===== src/rtl/alu_result_stage.sv =====
// ALU result stage: 2-entry skid buffer feeding register-file writeback, plus the
// architectural N/Z/C/V flag register updated under mask when an entry is accepted.
module alu_result_stage #(
   parameter int DATA_W = 32,
   parameter int RD_W   = 5,
   parameter int FLAG_W = 4
) (
   input  logic [4:0]        LOGISIM_CLOCK_TREE_0,
   input  logic              Reset,
   input  logic              Flush,
   input  logic              In_Valid,
   output logic              In_Ready,
   input  logic [DATA_W-1:0] In_Result,
   input  logic [FLAG_W-1:0] In_Flags,
   input  logic [FLAG_W-1:0] In_Flag_Mask,
   input  logic [RD_W-1:0]   In_Rd,
   input  logic              In_Wr_En,
   output logic              Out_Valid,
   input  logic              Out_Ready,
   output logic [DATA_W-1:0] Out_Result,
   output logic [RD_W-1:0]   Out_Rd,
   output logic              Out_Wr_En,
   output logic [FLAG_W-1:0] Flags
);

   typedef enum logic [1:0] {
      ST_EMPTY = 2'd0,
      ST_ONE   = 2'd1,
      ST_FULL  = 2'd2
   } state_t;

   logic              clk_s;
   logic              unused_clk_bits_s;
   state_t            state_r, state_next_s;
   logic              wr_ptr_r, rd_ptr_r, wr_ptr_next_s, rd_ptr_next_s;
   logic              push_s, pop_s;
   logic [DATA_W-1:0] mem_result_r [2];
   logic [RD_W-1:0]   mem_rd_r     [2];
   logic              mem_wr_en_r  [2];
   logic              head_valid_s, head_wr_en_s;
   logic [DATA_W-1:0] head_result_s;
   logic [RD_W-1:0]   head_rd_s;
   logic              in_ready_r, out_valid_r, out_wr_en_r;
   logic [DATA_W-1:0] out_result_r;
   logic [RD_W-1:0]   out_rd_r;
   logic [FLAG_W-1:0] flags_r;

   assign clk_s             = LOGISIM_CLOCK_TREE_0[4];
   assign unused_clk_bits_s = ^LOGISIM_CLOCK_TREE_0[3:0];

   assign push_s = In_Valid & in_ready_r & ~Flush;
   assign pop_s  = out_valid_r & Out_Ready & ~Flush;

   // Next-state and pointer logic; flush empties the buffer and rewinds both pointers.
   always_comb begin
      state_next_s  = state_r;
      wr_ptr_next_s = wr_ptr_r ^ push_s;
      rd_ptr_next_s = rd_ptr_r ^ pop_s;
      if (Flush) begin
         state_next_s  = ST_EMPTY;
         wr_ptr_next_s = 1'b0;
         rd_ptr_next_s = 1'b0;
      end else begin
         case (state_r)
            ST_EMPTY: if (push_s) state_next_s = ST_ONE; else state_next_s = ST_EMPTY;
            ST_ONE: begin
               if (push_s && !pop_s)      state_next_s = ST_FULL;
               else if (pop_s && !push_s) state_next_s = ST_EMPTY;
               else                       state_next_s = ST_ONE;
            end
            ST_FULL:  if (pop_s) state_next_s = ST_ONE; else state_next_s = ST_FULL;
            default:  state_next_s = ST_EMPTY;
         endcase
      end
   end

   // Head of the buffer after this edge; the incoming entry becomes head when it lands in the read slot.
   always_comb begin
      head_valid_s  = (state_next_s != ST_EMPTY);
      head_result_s = {DATA_W{1'b0}};
      head_rd_s     = {RD_W{1'b0}};
      head_wr_en_s  = 1'b0;
      if (!head_valid_s) begin
         head_result_s = {DATA_W{1'b0}};
      end else if (push_s && (wr_ptr_r == rd_ptr_next_s)) begin
         head_result_s = In_Result;
         head_rd_s     = In_Rd;
         head_wr_en_s  = In_Wr_En;
      end else begin
         head_result_s = mem_result_r[rd_ptr_next_s];
         head_rd_s     = mem_rd_r[rd_ptr_next_s];
         head_wr_en_s  = mem_wr_en_r[rd_ptr_next_s];
      end
   end

   // Buffer storage; contents are only ever observed through valid slots so no reset is needed.
   always_ff @(posedge clk_s) begin
      if (push_s) begin
         mem_result_r[wr_ptr_r] <= In_Result;
         mem_rd_r[wr_ptr_r]     <= In_Rd;
         mem_wr_en_r[wr_ptr_r]  <= In_Wr_En;
      end
   end

   // Control state, registered outputs and the architectural flag register.
   always_ff @(posedge clk_s) begin
      if (Reset) begin
         state_r      <= ST_EMPTY;
         wr_ptr_r     <= 1'b0;
         rd_ptr_r     <= 1'b0;
         in_ready_r   <= 1'b0;
         out_valid_r  <= 1'b0;
         out_result_r <= {DATA_W{1'b0}};
         out_rd_r     <= {RD_W{1'b0}};
         out_wr_en_r  <= 1'b0;
         flags_r      <= {FLAG_W{1'b0}};
      end else begin
         state_r      <= state_next_s;
         wr_ptr_r     <= wr_ptr_next_s;
         rd_ptr_r     <= rd_ptr_next_s;
         in_ready_r   <= (state_next_s != ST_FULL);
         out_valid_r  <= head_valid_s;
         out_result_r <= head_result_s;
         out_rd_r     <= head_rd_s;
         out_wr_en_r  <= head_wr_en_s;
         if (push_s) begin
            flags_r <= (flags_r & ~In_Flag_Mask) | (In_Flags & In_Flag_Mask);
         end
      end
   end

   assign In_Ready   = in_ready_r;
   assign Out_Valid  = out_valid_r;
   assign Out_Result = out_result_r;
   assign Out_Rd     = out_rd_r;
   assign Out_Wr_En  = out_wr_en_r;
   assign Flags      = flags_r;

endmodule

===== config.mk =====
export PLATFORM = sky130hd
export DESIGN_NAME = alu_result_stage
export DESIGN_NICKNAME = d
export VERILOG_FILES = /design/src/rtl/alu_result_stage.sv
export SDC_FILE = /design/constraint.sdc
export NUM_CORES = 1
export LEC_CHECK = 0
export CAP_MARGIN = 20
export CORE_UTILIZATION = 56
export CTS_BUF_LIST = sky130_fd_sc_hd__clkbuf_8
export DETAILED_ROUTE_END_ITERATION = 10
export PLACE_DENSITY_LB_ADDON = 0.15
export REMOVE_ABC_BUFFERS = 1
export SETUP_SLACK_MARGIN = 0.05
export SLEW_MARGIN = 10
export SYNTH_ARGS = -nofsm -noshare
export SYNTH_HDL_FRONTEND = slang
export SYNTH_SLANG_ARGS = --single-unit
export TNS_END_PERCENT = 5

===== constraint.sdc =====
create_clock -name LOGISIM_CLOCK_TREE_0 -period 5.85 [get_ports LOGISIM_CLOCK_TREE_0]
set_clock_uncertainty 0.15 [all_clocks]
set_input_delay 1.17 -clock LOGISIM_CLOCK_TREE_0 [delete_from_list [all_inputs] [get_ports LOGISIM_CLOCK_TREE_0]]
set_output_delay 1.17 -clock LOGISIM_CLOCK_TREE_0 [all_outputs]
set_load 0.05 [all_outputs]

Yosys cells after proc, flatten, opt, wreduce, memory -nomap -nowiden. Memory sizes are Yosys's and may differ from the RTL's. A register that Yosys moved wholly into a read port is not among the register bits. Cells that the tools add are included. Widths: inputs -> output; s select.

Eq/ne operators: 3. Mux-type cells: 9. Bitwise gates (word level): 12. Reduce and logical (&&, ||, !) cells: 8.

Operators with widths (number): $and 4x4->4 (2); $mux 2 (3); $pmux 2 s3 (1); $mux 1 (5); $and 1x1->1 (4); $not 4->4 (1); $or 4x4->4 (1); $reduce_or 2->1 (2); $eq 2x1->1 const B (1); $eq 2x2->1 const B (1); $logic_and 1x1->1 (2); $logic_not 1->1 (2); $logic_not 2->1 (1); $ne 2x2->1 const B (1); $not 1->1 (2); $reduce_bool 2->1 (1); $xor 1x1->1 (2).

Register bits: 10. Memory bits (writable): 76. Output and inout port bits: 44. Word-level logic and storage cells: 41. Memories kept: 3.

Memories: mem_result_r (depth 2, width 32, rd ports 1, clocked after memory_dff 1, wr ports 1, line 37) `logic [DATA_W-1:0] mem_result_r [2];`; mem_rd_r (depth 2, width 5, rd ports 1, clocked after memory_dff 1, wr ports 1, line 38) `logic [RD_W-1:0] mem_rd_r [2];`; mem_wr_en_r (depth 2, width 1, rd ports 1, clocked after memory_dff 1, wr ports 1, line 39) `logic mem_wr_en_r [2];`.

Logic depth before layout (Yosys ltp).
Depth in word-level cells: 11. Gate-level depth with buffers: 10. Depth with buffers taken out: 7.

Worst setup path before layout. OpenSTA, ideal clock, no wires.

Path kind: input to register. From: input port Flush. To: memory mem_rd_r[0][0] (enable). Library setup time: 0.399 ns. Arrival: 2.621 ns. Setup slack: 2.680 ns. Stages on the path: 4. Path buffers: 1. Cell sequence: nand3b_4 -> inv_2 -> buf_2 -> ha_1.

Cells in the longest elaborated chain, start to end: 4.

RTL lines: start, declared (line 10) `input logic Flush,`; $not 1->1 (line 51) `assign push_s = In_Valid & in_ready_r & ~Flush;`; $and 1x1->1 (line 51); named net push_s (line 36) `logic push_s, pop_s;`; $mux 1 (line 98) `if (push_s) begin`; $mux 1 (implied by the code) (line 100) `mem_rd_r[wr_ptr_r] <= In_Rd;`; end, declared (line 38).

The timed path passes the listed nets, and every way through them passes these cells.

Worst setup path in the final report.
From: input port Flush. To: register out_result_r[12], in the netlist Out_Result[12], read port of mem_result_r.

Cells in the longest elaborated chain, start to end: 11.

RTL lines: $not 1->1 (line 51, 52); $and 1x1->1 (line 51); $logic_not 1->1 (line 68) `else if (pop_s && !push_s) state_next_s = ST_EMPTY;`; $logic_and 1x1->1 (line 68); $mux 1 (line 68); $mux 2 (line 67) `if (push_s && !pop_s) state_next_s = ST_FULL;`; $pmux 2 s3 (line 64) `case (state_r)`; $mux 2 (line 59) `if (Flush) begin`; $reduce_bool 2->1 (line 79) `head_valid_s = (state_next_s != ST_EMPTY);`; $not 1->1 (no source line); $reduce_or 2->1 (no source line); end, declared (line 44) `logic [DATA_W-1:0] out_result_r;`.

Several ways; a longest one is shown, not always the timed one. A chain may end at the register's enable or synchronous reset.

==> impl_metrics.json <==
{
  "drive_above_1_share_pct": 15.87,
  "holdPathStages": 2,
  "worst_pin_slew_ns": 0.9865,
  "drc_errors": 0,
  "slew_headroom_pct": 34.23,
  "cts_resized": 0,
  "crit_type": "in2reg",
  "portBuffers": 94,
  "fin_crit_ns": 3.776,
  "p_total_mw": 1.945,
  "synth-seq-cells": 124,
  "synth_fa_ha_area_share_pct": 0.8049,
  "antenna_found_initial": 0,
  "fillers": 487,
  "synthMuxAreaShare_pct": 8.157,
  "slew_violations": 0,
  "insertion_delay_ns": 0.42,
  "grt_remaining_overflow": 0,
  "vias": 2880,
  "max_freq_mhz": 264.8,
  "gp_congestion": 0.8189,
  "outcome": "finished clean",
  "fin_nets": 461,
  "grt_pass1_vias": 2944,
  "cp_cell_sequence": "clkdlybuf4s50_1, nand3b_4, inv_2, ha_1, nor2_1, o21ai_1, o311ai_4, buf_4, a211oi_1",
  "setup.worst_path.start_class": "input pin",
  "clk_pin_slew_ns": 0.07,
  "period_share_pct": 64.54,
  "max-vdd-ir-drop_mv": 0.1911,
  "leakagePower_nw": 2.275,
  "worstPathMaxFanout": 39,
  "dp_hpwl_um": 5292,
  "holdBufCountCts": 0,
  "finalSetupTns_ns": 0,
  "vias_per_cell": 5.560,
  "critPathRequiredTime_ns": 5.97,
  "dieArea_um2": 8697,
  "p_per_area_nw_per_um2": 318.8,
  "grt_max_degree": 40,
  "r2r_cells": 8,
  "start_util_pct": 59.12,
  "r2r_start": "In_Ready$_SDFF_PP0_",
  "rsz0062_at_grt": "no",
  "wl_per_cell_um": 17.97,
  "cts-root-buf": "clkbuf_8",
  "grt_pass1_wl_um": 14850,
  "hold_slack_ns": 0.3075,
  "finalHoldViolCount": 0,
  "wl_um": 9308,
  "slowest_stage": "nand3b_4",
  "fin_util_pct": 77.36,
  "cts_max_level": 4,
  "synth-xor-area-share_pct": 0.3756,
  "postCtsSetupBuffers": 0,
  "rrSetupSlack_ns": 3.03,
  "synth-compound-area-share_pct": 10.25,
  "cts_tree": "done",
  "cts_made_buffers": 17,
  "ys_warn_count": 0,
  "ant_nets": 0,
  "core_area_um2": 7888,
  "synthSimpleGateAreaFrac_pct": 7.379,
  "critical-path-max-stage-delay_ns": 0.52,
  "cts_sinks": 124,
  "area_delta_synth_final_pct": 30.86,
  "dr.pass1.iters": 4,
  "hold_path.class": "reg2reg",
  "synth_top_family_by_area": "compound AO/OA/AOI/OAI gates",
  "arrival_ns": 3.90,
  "rows": 32,
  "r2r_end": "Out_Result[12]$_SDFF_PP0_",
  "die_height_um": 93.26,
  "maxCapViolations": 0,
  "syn_area_um2": 4663,
  "setup_violations": 0,
  "die_x_um": 93.26,
  "cts_buffer_depth": 2,
  "ys_seq_area_share_pct": 69.55,
  "syn_inst": 308,
  "num_antenna_cells": 0,
  "io_pins": 99,
  "crit_path_end_kind": "flop",
  "crit_family": "buffers and inverters",
  "grtUsageTotal_pct": 23.30,
  "crit_buf_inv": 3,
  "drtIter0Drc": 190,
  "syn_area_per_cell_um2": 15.14,
  "ys_types": 30
}
## tightest hold or removal path, stage by stage (launching register included)
cell and delay [ns]:
dfxtp_1 0.31, nand2_1 0.05, a21oi_1 0.05
## power by group
part	internal (mW)	leakage (nW)	total (mW)	switching, mW
Combinational	0.0536	0.964	0.124	0.0701
Sequential	0.942	1.08	0.948	0.00546
Clock	0.533	0.232	0.874	0.341
## cell type report
class	count	area, um2	area share [%]
tap	102	127.6	2.091
multi-input combinational	160	1281	21.00
inverter	3	11.26	0.1845
clock buffer	19	261.5	4.285
clock inverter	13	214.0	3.506
timing repair buffer	97	963.4	15.79
sequential	124	3243	53.15
## state kept, by name, indices dropped and copies added, names as in the netlist, named ones only
| register | count |
|---|---|
| Out_Result | 32 |
| In_Ready | 1 |
| mem_rd_r | 10 |
| state_r | 2 |
| mem_wr_en_r | 2 |
| Out_Valid | 1 |
| mem_result_r | 64 |
| Out_Rd | 5 |
| rd_ptr_r | 1 |
| Out_Wr_En | 1 |
| wr_ptr_r | 1 |
## logic make-up after synthesis
logic type / count (synthesis)
AND/OR/NAND/NOR: 65
AO/OA/AOI/OAI: 52
XOR/XNOR: 2
flip-flops: 124
adder cells (fa/ha/maj): 3
multiplexers: 38
buffers and inverters: 24
## synth_stat cells (all sizes together)
library cell | n | area [um2]
dfxtp | 48 | 960.9
nor2b | 2 | 12.51
a22o | 1 | 8.760
nand3 | 5 | 25.02
o311ai | 1 | 16.27
a21bo | 1 | 10.01
buf | 19 | 143.9
ha | 3 | 37.54
inv | 3 | 11.26
a211oi | 38 | 385.4
xnor2 | 1 | 8.760
o21ai | 1 | 5.000
xor2 | 1 | 8.760
clkbuf | 2 | 7.510
nor2 | 4 | 15.01
edfxtp | 76 | 2282
a21oi | 9 | 45.04
nand3b | 3 | 35.03
or2 | 2 | 12.51
mux2i | 38 | 380.4
nand2 | 9 | 33.78
nand2b | 1 | 13.76
a21o | 1 | 7.510
nor3 | 38 | 190.2
and2 | 1 | 6.260
## stage by stage
step                      instance area (um2)  setup WS, ns  instances
final                                    6102         2.074        518
after global routing                     6102         1.887        518
after CTS                                6102         2.075        518
after detailed placement                 5627         1.642        486
after global placement                   5627         1.729        486
after floorplan                          4512         1.868        287
## layout by cell type (no fill, tap or decap), types with 2 or more instances in the layout
cell type        synthesis  routed
dfxtp_1                 48      48
a211oi_2                20      20
nor3_1                  38      38
nand3_1                  5       5
clkinvlp_4               0       2
clkinv_4                 0       4
bufinv_16                0       5
ha_2                     0       2
a21oi_1                  9       9
or2_2                    2       2
edfxtp_1                76      76
nand2_1                  9       9
clkdlybuf4s50_1          0      94
nand3b_1                 2       2
nor2b_1                  2       2
clkbuf_8                 0      19
inv_2                    2       2
nor2_1                   4       4
buf_4                    2       3
a211oi_1                18      18
mux2i_1                 38      38
## per-layer routing
layer | vias up | routed length (um) | track usage, %
met5 | - | 0 | 0
met4 | 0 | 102 | 7.949
met3 | 10 | 658 | 6.748
met2 | 103 | 4747 | 38.66
met1 | 1397 | 3800 | 29.30
li1 | 1370 | - | -
## worst max path at each step
| stage | start | to | slack [ns] | depth (start not counted) |
|---|---|---|---|---|
| 4_1_cts | Flush | Out_Result[16]$_SDFF_PP0_ | 2.07 | 9 |
| 6_report | Flush | Out_Result[12]$_SDFF_PP0_ | 2.07 | 9 |
| 2_1_floorplan | Out_Ready | Out_Result[10]$_SDFF_PP0_ | 1.87 | 4 |
| 3_5_place_dp | Flush | Out_Result[4]$_SDFF_PP0_ | 1.64 | 9 |
| 3_3_place_gp | Flush | mem_wr_en_r[0]$_DFFE_PP_ | 1.73 | 4 |
| 5_1_grt | Flush | Out_Result[5]$_SDFF_PP0_ | 1.89 | 9 |
Power figures use the tool's default switching activity.
